[config.mk]
export PLATFORM = sky130hd
export DESIGN_NAME = wavetable_recorder
export DESIGN_NICKNAME = d
export VERILOG_FILES = /design/src/rtl/wavetable_recorder.sv
export SDC_FILE = /design/constraint.sdc
export NUM_CORES = 1
export LEC_CHECK = 0
export ABC_AREA = 1
export BUFFER_PORTS_ARGS = -buffer_cell sky130_fd_sc_hd__buf_2
export CAP_MARGIN = 20
export CORE_ASPECT_RATIO = 0.5
export CORE_UTILIZATION = 45
export DETAILED_ROUTE_END_ITERATION = 10
export PLACE_DENSITY_LB_ADDON = 0.25
export REMOVE_ABC_BUFFERS = 1
export SLEW_MARGIN = 10
export SYNTH_ARGS = -nofsm -noshare
export SYNTH_HDL_FRONTEND = slang
export SYNTH_SLANG_ARGS = --single-unit
[constraint.sdc]
create_clock -name CLK -period 3.5 [get_ports CLK]
set_clock_uncertainty 0.15 [all_clocks]
set_input_delay 0.175 -clock CLK [delete_from_list [all_inputs] [get_ports CLK]]
set_output_delay 0.175 -clock CLK [all_outputs]
set_load 0.02 [all_outputs]
[src/rtl/wavetable_recorder.sv]
`default_nettype none
// ============================================================================
//  Module   : wavetable_recorder
//  Purpose  : Capture side of the audio path. Generates the PDM microphone
//             clock, decimates the 1-bit microphone stream into SAMPLE_W-bit
//             samples by ones-counting over DECIM bits, and fills one
//             DEPTH-entry wavetable per Record request. The table is read
//             through a registered port (1-cycle latency).
//  Ports    : CLK      - system clock
//             RESET    - asynchronous reset, active-high
//             Record   - level request, rising edge starts a capture
//             Mic_In   - PDM data from the microphone
//             MIC_CLK  - microphone clock, CLK/(2*MIC_CLK_DIV)
//             RD_ADDR  - table read address
//             RD_DATA  - table read data, registered
//             BUSY     - high while a capture (or arm phase) is in progress
//             DONE     - one-cycle pulse when the table is complete
//  Options  : WTREC_TRIGGER_EN - when defined, a capture first waits in an
//             ARM state until a sample deviates from midscale by more than
//             TRIG_LEVEL; that sample becomes entry 0.
//  Revision : 1.0 - initial release
// ============================================================================
module wavetable_recorder #(
    parameter int DEPTH       = 32,
    parameter int SAMPLE_W    = 8,
    parameter int DECIM       = 256,
    parameter int MIC_CLK_DIV = 40,
    parameter int TRIG_LEVEL  = 32
) (
    input  logic                     CLK,
    input  logic                     RESET,
    input  logic                     Record,
    input  logic                     Mic_In,
    output logic                     MIC_CLK,
    input  logic [$clog2(DEPTH)-1:0] RD_ADDR,
    output logic [SAMPLE_W-1:0]      RD_DATA,
    output logic                     BUSY,
    output logic                     DONE
);

    localparam int C_ADDR_W = $clog2(DEPTH);
    localparam int C_LOG_D  = $clog2(DECIM);
    localparam int C_ONES_W = C_LOG_D + 1;
    localparam int C_SHIFT  = C_LOG_D - SAMPLE_W;
    localparam int C_DIV_W  = $clog2(MIC_CLK_DIV);

    localparam logic [C_DIV_W-1:0]  C_DIV_LAST = C_DIV_W'(MIC_CLK_DIV - 1);
    localparam logic [SAMPLE_W-1:0] C_MID      = SAMPLE_W'(2 ** (SAMPLE_W - 1));
    localparam logic [SAMPLE_W-1:0] C_SAT      = {SAMPLE_W{1'b1}};
    localparam logic [C_ONES_W-1:0] C_SAT_CMP  = C_ONES_W'(2 ** SAMPLE_W - 1);

    localparam logic [1:0] C_IDLE    = 2'd0;
    localparam logic [1:0] C_ARM     = 2'd1;
    localparam logic [1:0] C_CAPTURE = 2'd2;
    localparam logic [1:0] C_FINISH  = 2'd3;

`ifdef WTREC_TRIGGER_EN
    localparam logic [1:0] C_START = C_ARM;
`else
    localparam logic [1:0] C_START = C_CAPTURE;
`endif

    // ------------------------------------------------------------------
    // Microphone clock divider (free-running in every state)
    // ------------------------------------------------------------------
    logic [C_DIV_W-1:0] r_div_cnt;
    logic               r_mic_clk;
    logic               w_div_wrap;
    logic               w_tick;

    assign w_div_wrap = (r_div_cnt == C_DIV_LAST);
    // A tick is the cycle whose edge takes MIC_CLK from 1 to 0; the
    // microphone data is taken on that same edge.
    assign w_tick     = w_div_wrap & r_mic_clk;

    always_ff @(posedge CLK or posedge RESET) begin
        if (RESET) begin
            r_div_cnt <= '0;
            r_mic_clk <= 1'b0;
        end else if (w_div_wrap) begin
            r_div_cnt <= '0;
            r_mic_clk <= ~r_mic_clk;
        end else begin
            r_div_cnt <= r_div_cnt + 1'b1;
        end
    end

    // ------------------------------------------------------------------
    // Record synchroniser and rising-edge detect
    // ------------------------------------------------------------------
    logic r_rec_meta;
    logic r_rec_sync;
    logic r_rec_prev;
    logic w_rec_rise;

    always_ff @(posedge CLK or posedge RESET) begin
        if (RESET) begin
            r_rec_meta <= 1'b0;
            r_rec_sync <= 1'b0;
            r_rec_prev <= 1'b0;
        end else begin
            r_rec_meta <= Record;
            r_rec_sync <= r_rec_meta;
            r_rec_prev <= r_rec_sync;
        end
    end

    assign w_rec_rise = r_rec_sync & ~r_rec_prev;

    // ------------------------------------------------------------------
    // Decimator datapath
    // ------------------------------------------------------------------
    logic [1:0]          r_state;
    logic [C_ONES_W-1:0] r_ones_cnt;
    logic [C_LOG_D-1:0]  r_bit_cnt;
    logic [C_ADDR_W-1:0] r_wr_ptr;

    logic [C_ONES_W-1:0] w_ones_next;
    logic [C_ONES_W-1:0] w_shifted;
    logic [SAMPLE_W-1:0] w_sample;
    logic [SAMPLE_W-1:0] w_dev;
    logic                w_bit_wrap;
    logic                w_trig_hit;
    logic                w_wr_en;

    // Include the bit arriving on this tick so the final bit of a window
    // lands in the sample written on the same edge.
    assign w_ones_next = r_ones_cnt + {{C_LOG_D{1'b0}}, Mic_In};
    assign w_shifted   = w_ones_next >> C_SHIFT;
    // DECIM ones would overflow the sample width by one; clamp to full scale.
    assign w_sample    = (w_shifted > C_SAT_CMP) ? C_SAT : w_shifted[SAMPLE_W-1:0];
    assign w_bit_wrap  = &r_bit_cnt;

    assign w_dev       = (w_sample >= C_MID) ? (w_sample - C_MID) : (C_MID - w_sample);
    assign w_trig_hit  = (int'(w_dev) > TRIG_LEVEL);

    // ARM is unreachable unless the trigger option selects it as the start
    // state, so the trigger term drops out of the default build.
    assign w_wr_en = w_tick & w_bit_wrap &
                     ((r_state == C_CAPTURE) | ((r_state == C_ARM) & w_trig_hit));

    // ------------------------------------------------------------------
    // Capture FSM
    // ------------------------------------------------------------------
    always_ff @(posedge CLK or posedge RESET) begin
        if (RESET) begin
            r_state    <= C_IDLE;
            r_ones_cnt <= '0;
            r_bit_cnt  <= '0;
            r_wr_ptr   <= '0;
        end else begin
            case (r_state)
                C_IDLE: begin
                    r_ones_cnt <= '0;
                    r_bit_cnt  <= '0;
                    r_wr_ptr   <= '0;
                    if (w_rec_rise) begin
                        r_state <= C_START;
                    end
                end
                C_ARM, C_CAPTURE: begin
                    if (w_tick) begin
                        r_bit_cnt  <= r_bit_cnt + 1'b1;
                        r_ones_cnt <= w_bit_wrap ? '0 : w_ones_next;
                    end
                    if (w_wr_en) begin
                        r_wr_ptr <= r_wr_ptr + 1'b1;
                        if (r_state == C_ARM) begin
                            r_state <= C_CAPTURE;
                        end else if (&r_wr_ptr) begin
                            r_state <= C_FINISH;
                        end
                    end
                end
                C_FINISH: begin
                    r_wr_ptr <= '0;
                    r_state  <= C_IDLE;
                end
                default: begin
                    r_state <= C_IDLE;
                end
            endcase
        end
    end

    // ------------------------------------------------------------------
    // Wavetable RAM: not touched by RESET; loads midscale at configuration
    // so an unrecorded table plays silence.
    // ------------------------------------------------------------------
    logic [SAMPLE_W-1:0] r_mem [DEPTH] = '{default: C_MID};

    always_ff @(posedge CLK) begin
        if (w_wr_en) begin
            r_mem[r_wr_ptr] <= w_sample;
        end
    end

    // Read-before-write: a same-cycle read of the written address sees old data.
    always_ff @(posedge CLK or posedge RESET) begin
        if (RESET) begin
            RD_DATA <= '0;
        end else begin
            RD_DATA <= r_mem[RD_ADDR];
        end
    end

    assign MIC_CLK = r_mic_clk;
    assign BUSY    = (r_state != C_IDLE);
    assign DONE    = (r_state == C_FINISH);

endmodule
`default_nettype wire

==> results of run 1 <==
==> metal layers <==
layer	up-vias	part of all wire, %	GRT usage [%]
met5	-	0	0
met4	0	2.2	4.90
met3	46	8.1	3.55
met2	404	46	35.2
met1	4036	43	32.0
li1	3730	-	-
==> cell usage after synthesis, drive strengths merged <==
cell / instances / area share (%)
nand3: 43 / 1.8
o22ai: 28 / 1.4
buf: 11 / 0.47
o221ai: 44 / 3.1
edfxtp: 256 / 63
and3: 2 / 0.10
clkinv: 2 / 0.061
nand4: 2 / 0.10
xor2: 7 / 0.50
nand2: 62 / 2.3
a32oi: 7 / 0.50
o21ai: 151 / 6.2
nor2: 209 / 6.4
inv: 50 / 1.6
nor3: 8 / 0.33
xnor2: 1 / 0.071
nand3b: 2 / 0.12
a31oi: 8 / 0.41
ha: 17 / 1.7
clkbuf: 45 / 1.4
a21oi: 4 / 0.16
dfrtp: 42 / 8.6
==> layout make-up <==
| class | count | share of cell area, % |
|---|---|---|
| clock inverter | 15 | 1.29 |
| timing repair buffer | 70 | 3.88 |
| inverter | 52 | 1.45 |
| multi-input combinational | 595 | 22.4 |
| sequential | 298 | 62.3 |
| clock buffer | 37 | 5.60 |
| tap | 352 | 3.14 |
==> power groups by stage <==
stage / clock network (mW) / registers, mW / logic, mW
6_report: 3.19 / 3.86 / 0.584
3_3_place_gp: 0 / 3.93 / 0.569
4_1_cts: 3.23 / 3.86 / 0.584
5_1_grt: 3.36 / 3.86 / 0.652
2_1_floorplan: 0 / 3.94 / 0.350
3_5_place_dp: 0 / 3.93 / 0.578
==> cells by family after synthesis <==
group           after synthesis  synth area share [%]
fa+ha+maj                    17                  1.73
simple gates                328                  11.2
buf+inv                     108                  3.48
compound gates              242                  11.8
xor+xnor                      8                 0.571
flops                       298                  71.3
==> metrics by stage <==
step           cell area [um2]  setup TNS [ns]
2_1_floorplan            12000               0
3_3_place_gp             13000               0
3_5_place_dp             13000               0
4_1_cts                  14000               0
5_1_grt                  14000       -0.000700
6_report                 14000               0
==> placed cells by master (no fill, tap or decap), drive strengths merged, types with 4 or more instances in the layout <==
master / n
edfxtp: 256
nor2: 209
o21ai: 151
buf: 65
nand2: 62
inv: 47
o221ai: 44
nand3: 43
dfrtp: 42
clkbuf: 37
o22ai: 28
ha: 17
clkinv: 13
a31oi: 8
nor3: 8
xor2: 7
a32oi: 7
dlygate4sd3: 5
a21oi: 4
bufinv: 4
==> state kept, by name (all words and copies together), names as in the netlist <==
register	count
r_wr_ptr	5
r_ones_cnt	9
r_bit_cnt	8
r_rec_sync	1
r_rec_prev	1
r_div_cnt	6
r_mem	256
r_rec_meta	1
RD_DATA	8
MIC_CLK	1
r_state	2
==> worst paths after layout <==
kind / end / slack [ns]
setup / recovery: r_mem[23][5]$_DFFE_PP_ / 0.35
hold / removal: r_rec_meta$_DFF_PP0_ / 0.12
setup reg to reg: r_mem[23][5]$_DFFE_PP_ / 0.35
hold reg to reg: r_rec_sync$_DFF_PP0_ / 0.20
max in group asynchronous: r_wr_ptr[2]$_DFFE_PP0P_ / 2.65
min in group asynchronous: r_bit_cnt[7]$_DFFE_PP0P_ / 0.16
==> critical path: stages (launching register included) <==
cell and delay (ns):
dfrtp_1 0.40, ha_1 0.19, ha_1 0.20, nand2_1 0.10
nor2_2 0.05, nand3_1 0.11, nand2_2 0.10, nor2_2 0.12
nand2_1 0.10, nor3_2 0.13, ha_1 0.16, nand3b_1 0.10
a21oi_1 0.05, nand3_1 0.07, nand2_1 0.06, nand2_2 0.07
nand2_4 0.09, inv_8 0.13, nand2_4 0.13, nor2_1 0.18
buf_6 0.17
==> repair_timing <==
action / 4_1_cts / 5_1_grt
hold endpoints to repair: 51 / 0
gates resized for setup: 0 / 20
endpoints found under the setup margin: 0 / 220
setup buffers: 0 / 0
hold buffers: 5 / 0
==> metrics.md, run 1 <==
| Metric | Value |
|---|---|
| Cell Count Post-Placement | 1362 |
| # port buffers | 19 |
| Initial antenna violation count | 0 |
| Filler cells | 2265 |
| Crit path launch | r_ones_cnt[0]$_DFFE_PP0P_ |
| Seq/Total Area, Yosys | 71.3% |
| Ys Warns | 0 |
| Path type of the worst setup path | flip-flop to flip-flop |
| DIE AREA | 28000 um2 |
| Clock-pin slew on the worst setup and hold paths | 0.06 ns |
| Io pins | 20 |
| Mapped Cells | 1001 |
| GR Overflow Total | 0 |
| Clk pwr share | 41.8% |
| Share of cells above drive strength 1 | 12.5% |
| Worst setup SP type | flip-flop |
| Rel. slew slack | 41.4% |
| Initial Util | 46.1% |
| Largest net degree at the start of global routing | 129 |
| Die height | 119 um |
| Combinational share of power | 7.7% |
| Routed len/inst | 21.3 um |
| F_max | 318 MHz |
| Area of the multi-input gates | 3140 um2 |
| Die span in x | 235 um |
| Row cnt | 42 |
| First-pass GRT wire length | 46800 um |
| Mapped Area | 12300 um2 |
| Pwr Total | 7.63 mW |
| Vias | 8216 |
| Hold slack | 0.120 ns |
| Antenna-violating nets left | 0 |
| H-tree Lvls | 1 |
| Sequential share of power | 50.5% |
| Core area | 26600 um2 |
| PwrDens | 544 nW/um2 |
| Cell count of the worst hold path | 2 |
| CTS tree | done |
| Detailed router's first-iteration violation count | 999 |
| Fin crit share | 89.9% |
| Int Pwr | 5.87 mW |
| Max Cap Viol | 0 |
| Post-layout util | 52.8% |
| DRT Pass-1 Iters | 6 |
| Area delta synth->final | 14.5% |
| Slew Viols, Final | 0 |
| Crit path max fanout | 9 |
| Post-route setup slack | 0.353 ns |
| DP HPWL | 18300 um |
| Number of global-route vias before repair | 7991 |
| Nets@finish | 1071 |
| Later-pin clock latency in the skew report | 0.56 ns |
| FF-to-FF Start | r_ones_cnt[0]$_DFFE_PP0P_ |
| Synth Register Bits | 298 |
| Register area | 8740 um2 |
| Hold crit path type | primary input to flip-flop |
| Routability Congestion | 0.855 |
| RSZ-0062 raised after global routing | yes |
| Endpoints failing hold | 0 |
| Post-route insts no fill | 1419 |
| Data required, critical path | 3.62 ns |
| Critical Path AT | 3.27 ns |
| ANT cells | 0 |
| Crit path capture type | flip-flop |
| Drt total wl | 30200 um |
| Fin crit period | 3.15 ns |
| Clk sinks | 298 |
| Worst r2r path cells | 20 |
| Synth cell types | 28 |
| Hold_sp | Record |
| Static leakage | 4.97 nW |
| Switch Pwr | 1.76 mW |
| Mean Syn Cell Area | 12.3 um2 |
| Sw frac | 23.1% |
| Clock tree buffer depth | 3 |
| Status | finished clean |
| DRC | 0 |
| Root buf cell | clkbuf_16 |
| Final setup fails | 0 |
| TritonCTS buffer count | 28 |
| GRT Total Usage | 22.1% |
| DR vias/cell | 5.79 |
| Actual slew at the worst max-slew pin | 0.877 ns |
| Dpl ws | 0.204 ns |
| VDD IR max | 0.337 mV |
Note: power is estimated with default switching activity, not from simulation.
==> inputs of run 2 (changes only) <==
clock period = 2.8 ns   (was 3.5 ns; I/O delays follow)
==> metrics.md, run 2 (synthesis results as in run 1) <==
| Metric | Value |
|---|---|
| Combinational share of power | 8.2% |
| First-pass GRT wire length | 48500 um |
| F_max | 331 MHz |
| Buf+Inv Stages, Crit Path | 2 |
| Data required, critical path | 2.91 ns |
| GRT Total Usage | 23.0% |
| GR Overflow Total | 0 |
| Initial antenna violation count | 0 |
| Hold crit path type | primary input to asynchronous set/reset pin |
| # port buffers | 19 |
| Critical Path AT | 3.13 ns |
| Critical-path cell list | ha_4 -> ha_4 -> nand2_2 -> nor2_4 -> nand2_1 -> nand2_2 -> nand2_4 -> nor2_4 -> nand2_2 -> nor3_2 -> ha_1 -> nand3b_1 -> a21oi_1 -> nand3_1 -> nand2_1 -> nand2_2 -> nand2_4 -> clkinv_8 -> nand2_8 -> nor2_2 -> buf_6 |
| Clock-pin slew on the worst setup and hold paths | 0.06 ns |
| Crit path capture type | flip-flop |
| DP HPWL | 19000 um |
| Sequential share of power | 52.0% |
| Area delta synth->final | 19.2% |
| CP max stage cell | dfrtp_1 |
| TritonCTS buffer count | 27 |
| Io pins | 20 |
| Routed len/inst | 21.7 um |
| Die height | 119 um |
| Top reg by flops | r_mem |
| Root buf cell | clkbuf_16 |
| Path type of the worst setup path | flip-flop to flip-flop |
| Nets@finish | 1100 |
| Routability Congestion | 0.841 |
| DR vias/cell | 5.80 |
| Most frequent cells in the layout | edfxtp_1 (256), nor2_1 (175), o21ai_0 (147), nand2_1 (50), inv_1 (47) |
| Clock tree buffer depth | 3 |
| Max Cap Viol | 0 |
| Clk sinks | 298 |
| Post-route insts no fill | 1447 |
| Cell Count Post-Placement | 1387 |
| Top flop regs | r_mem (256), r_ones_cnt (9) |
| Static leakage | 5.09 nW |
| Share of cells above drive strength 1 | 17.1% |
| CTS tree | done |
| Status | finished, violations left |
| Crit path largest cell delay | 0.40 ns |
| Later-pin clock latency in the skew report | 0.56 ns |
| Drt total wl | 31400 um |
| Slew Viols, Final | 0 |
| Fin crit period | 3.02 ns |
| DRC | 0 |
| Actual slew at the worst max-slew pin | 1.06 ns |
| Pwr Total | 9.27 mW |
| Fin crit share | 108% |
| Finished Cell Area | 14600 um2 |
| Endpoints failing hold | 0 |
| Final setup TNS | -48.39 ns |
| Most common cell after layout, fill and taps aside | edfxtp_1 |
| Detailed router's first-iteration violation count | 928 |
| Crit path max fanout | 8 |
| ANT cells | 0 |
| DRT Pass-1 Iters | 6 |
| PwrDens | 634 nW/um2 |
| VDD IR max | 0.571 mV |
| Post-DP Area | 13200 um2 |
| Largest net degree at the start of global routing | 129 |
| Hold slack | 0.0471 ns |
| H-tree Lvls | 1 |
| Core area | 26600 um2 |
| DIE AREA | 28000 um2 |
| CP dominant cell by count | nand2_2 |
| Initial Util | 46.1% |
| Row cnt | 42 |
| RSZ-0062 raised after global routing | yes |
| Worst setup SP type | flip-flop |
| Clk pwr share | 39.8% |
| Switch Pwr | 2.14 mW |
| Failing checks | negative setup slack |
| Final setup fails | 259 |
| Int Pwr | 7.13 mW |
| Number of global-route vias before repair | 8376 |
| Post-route setup slack | -0.220 ns |
| Sw frac | 23.1% |
| Antenna-violating nets left | 0 |
| Rel. slew slack | 29.5% |
| Max reg flops | 256 |
| Die span in x | 235 um |
| Top delay family on crit path | simple AND/OR/NAND/NOR gates |
| Vias | 8391 |
run 2: tightest hold or removal path, stage by stage:
cell,delay (ns)
dlygate4sd3_1,0.53
buf_2,0.12
clkinv_1,0.43
run 2: metal layers:
layer | wire, um | up-vias | part of all wire (%) | global-route usage, %
met2 | 14700 | 386 | 47 | 36.4
met3 | 2730 | 61 | 8.7 | 5.44
met1 | 13000 | 4147 | 42 | 31.4
li1 | - | 3797 | - | -
met5 | 0 | - | 0 | 0
met4 | 866 | 0 | 2.8 | 7.11
run 2: through the flow:
stage	utilization, %	worst slack (ns)
floorplan	-	-0.474
global placement	49.8	-0.228
detailed placement	49.8	-0.307
CTS	54.3	-0.234
global route	55.0	-0.425
finish	55.0	-0.220
run 2: what timing repair did:
item,in CTS,in global routing
setup buffers,2,2
endpoints found under the setup margin,256,263
endpoints found under the hold margin,30,0
pin swaps,7,12
resized for setup,61,44
hold buffers,6,0
run 2: final cells by class:
cell class,instances,area [um2]
Clock buffer,44,830
Timing Repair Buffer,100,966
Multi-Input combinational cell,595,3380
Tap cell,352,440
Clock inverter,6,56.3
Sequential cell,298,8740
Fill cell,2157,12000
Inverter,52,209
run 2: final timing paths:
kind | from | endpoint | slack [ns] | cells past startpoint
worst max-delay path | r_ones_cnt[0]$_DFFE_PP0P_ | r_mem[15][6]$_DFFE_PP_ | -0.22 | 21
worst min-delay path | RESET | r_bit_cnt[1]$_DFFE_PP0P_ | 0.05 | 3
worst max register to register | r_ones_cnt[0]$_DFFE_PP0P_ | r_mem[15][6]$_DFFE_PP_ | -0.22 | 21
worst min register to register | r_rec_meta$_DFF_PP0_ | r_rec_sync$_DFF_PP0_ | 0.22 | 0
max in group asynchronous | RESET | r_div_cnt[2]$_DFF_PP0_ | 1.71 | 4
min in group CLK | Mic_In | r_ones_cnt[1]$_DFFE_PP0P_ | 0.09 | 5
run 2: power groups by stage:
stage               Sequential, mW  Clock (mW)  Combinational [mW]
floorplan                     4.93           0               0.437
detailed placement            4.92           0               0.740
global placement              4.91           0               0.725
CTS                           4.82        3.76               0.751
finish                        4.82        3.69               0.758
global route                  4.83        3.91               0.843
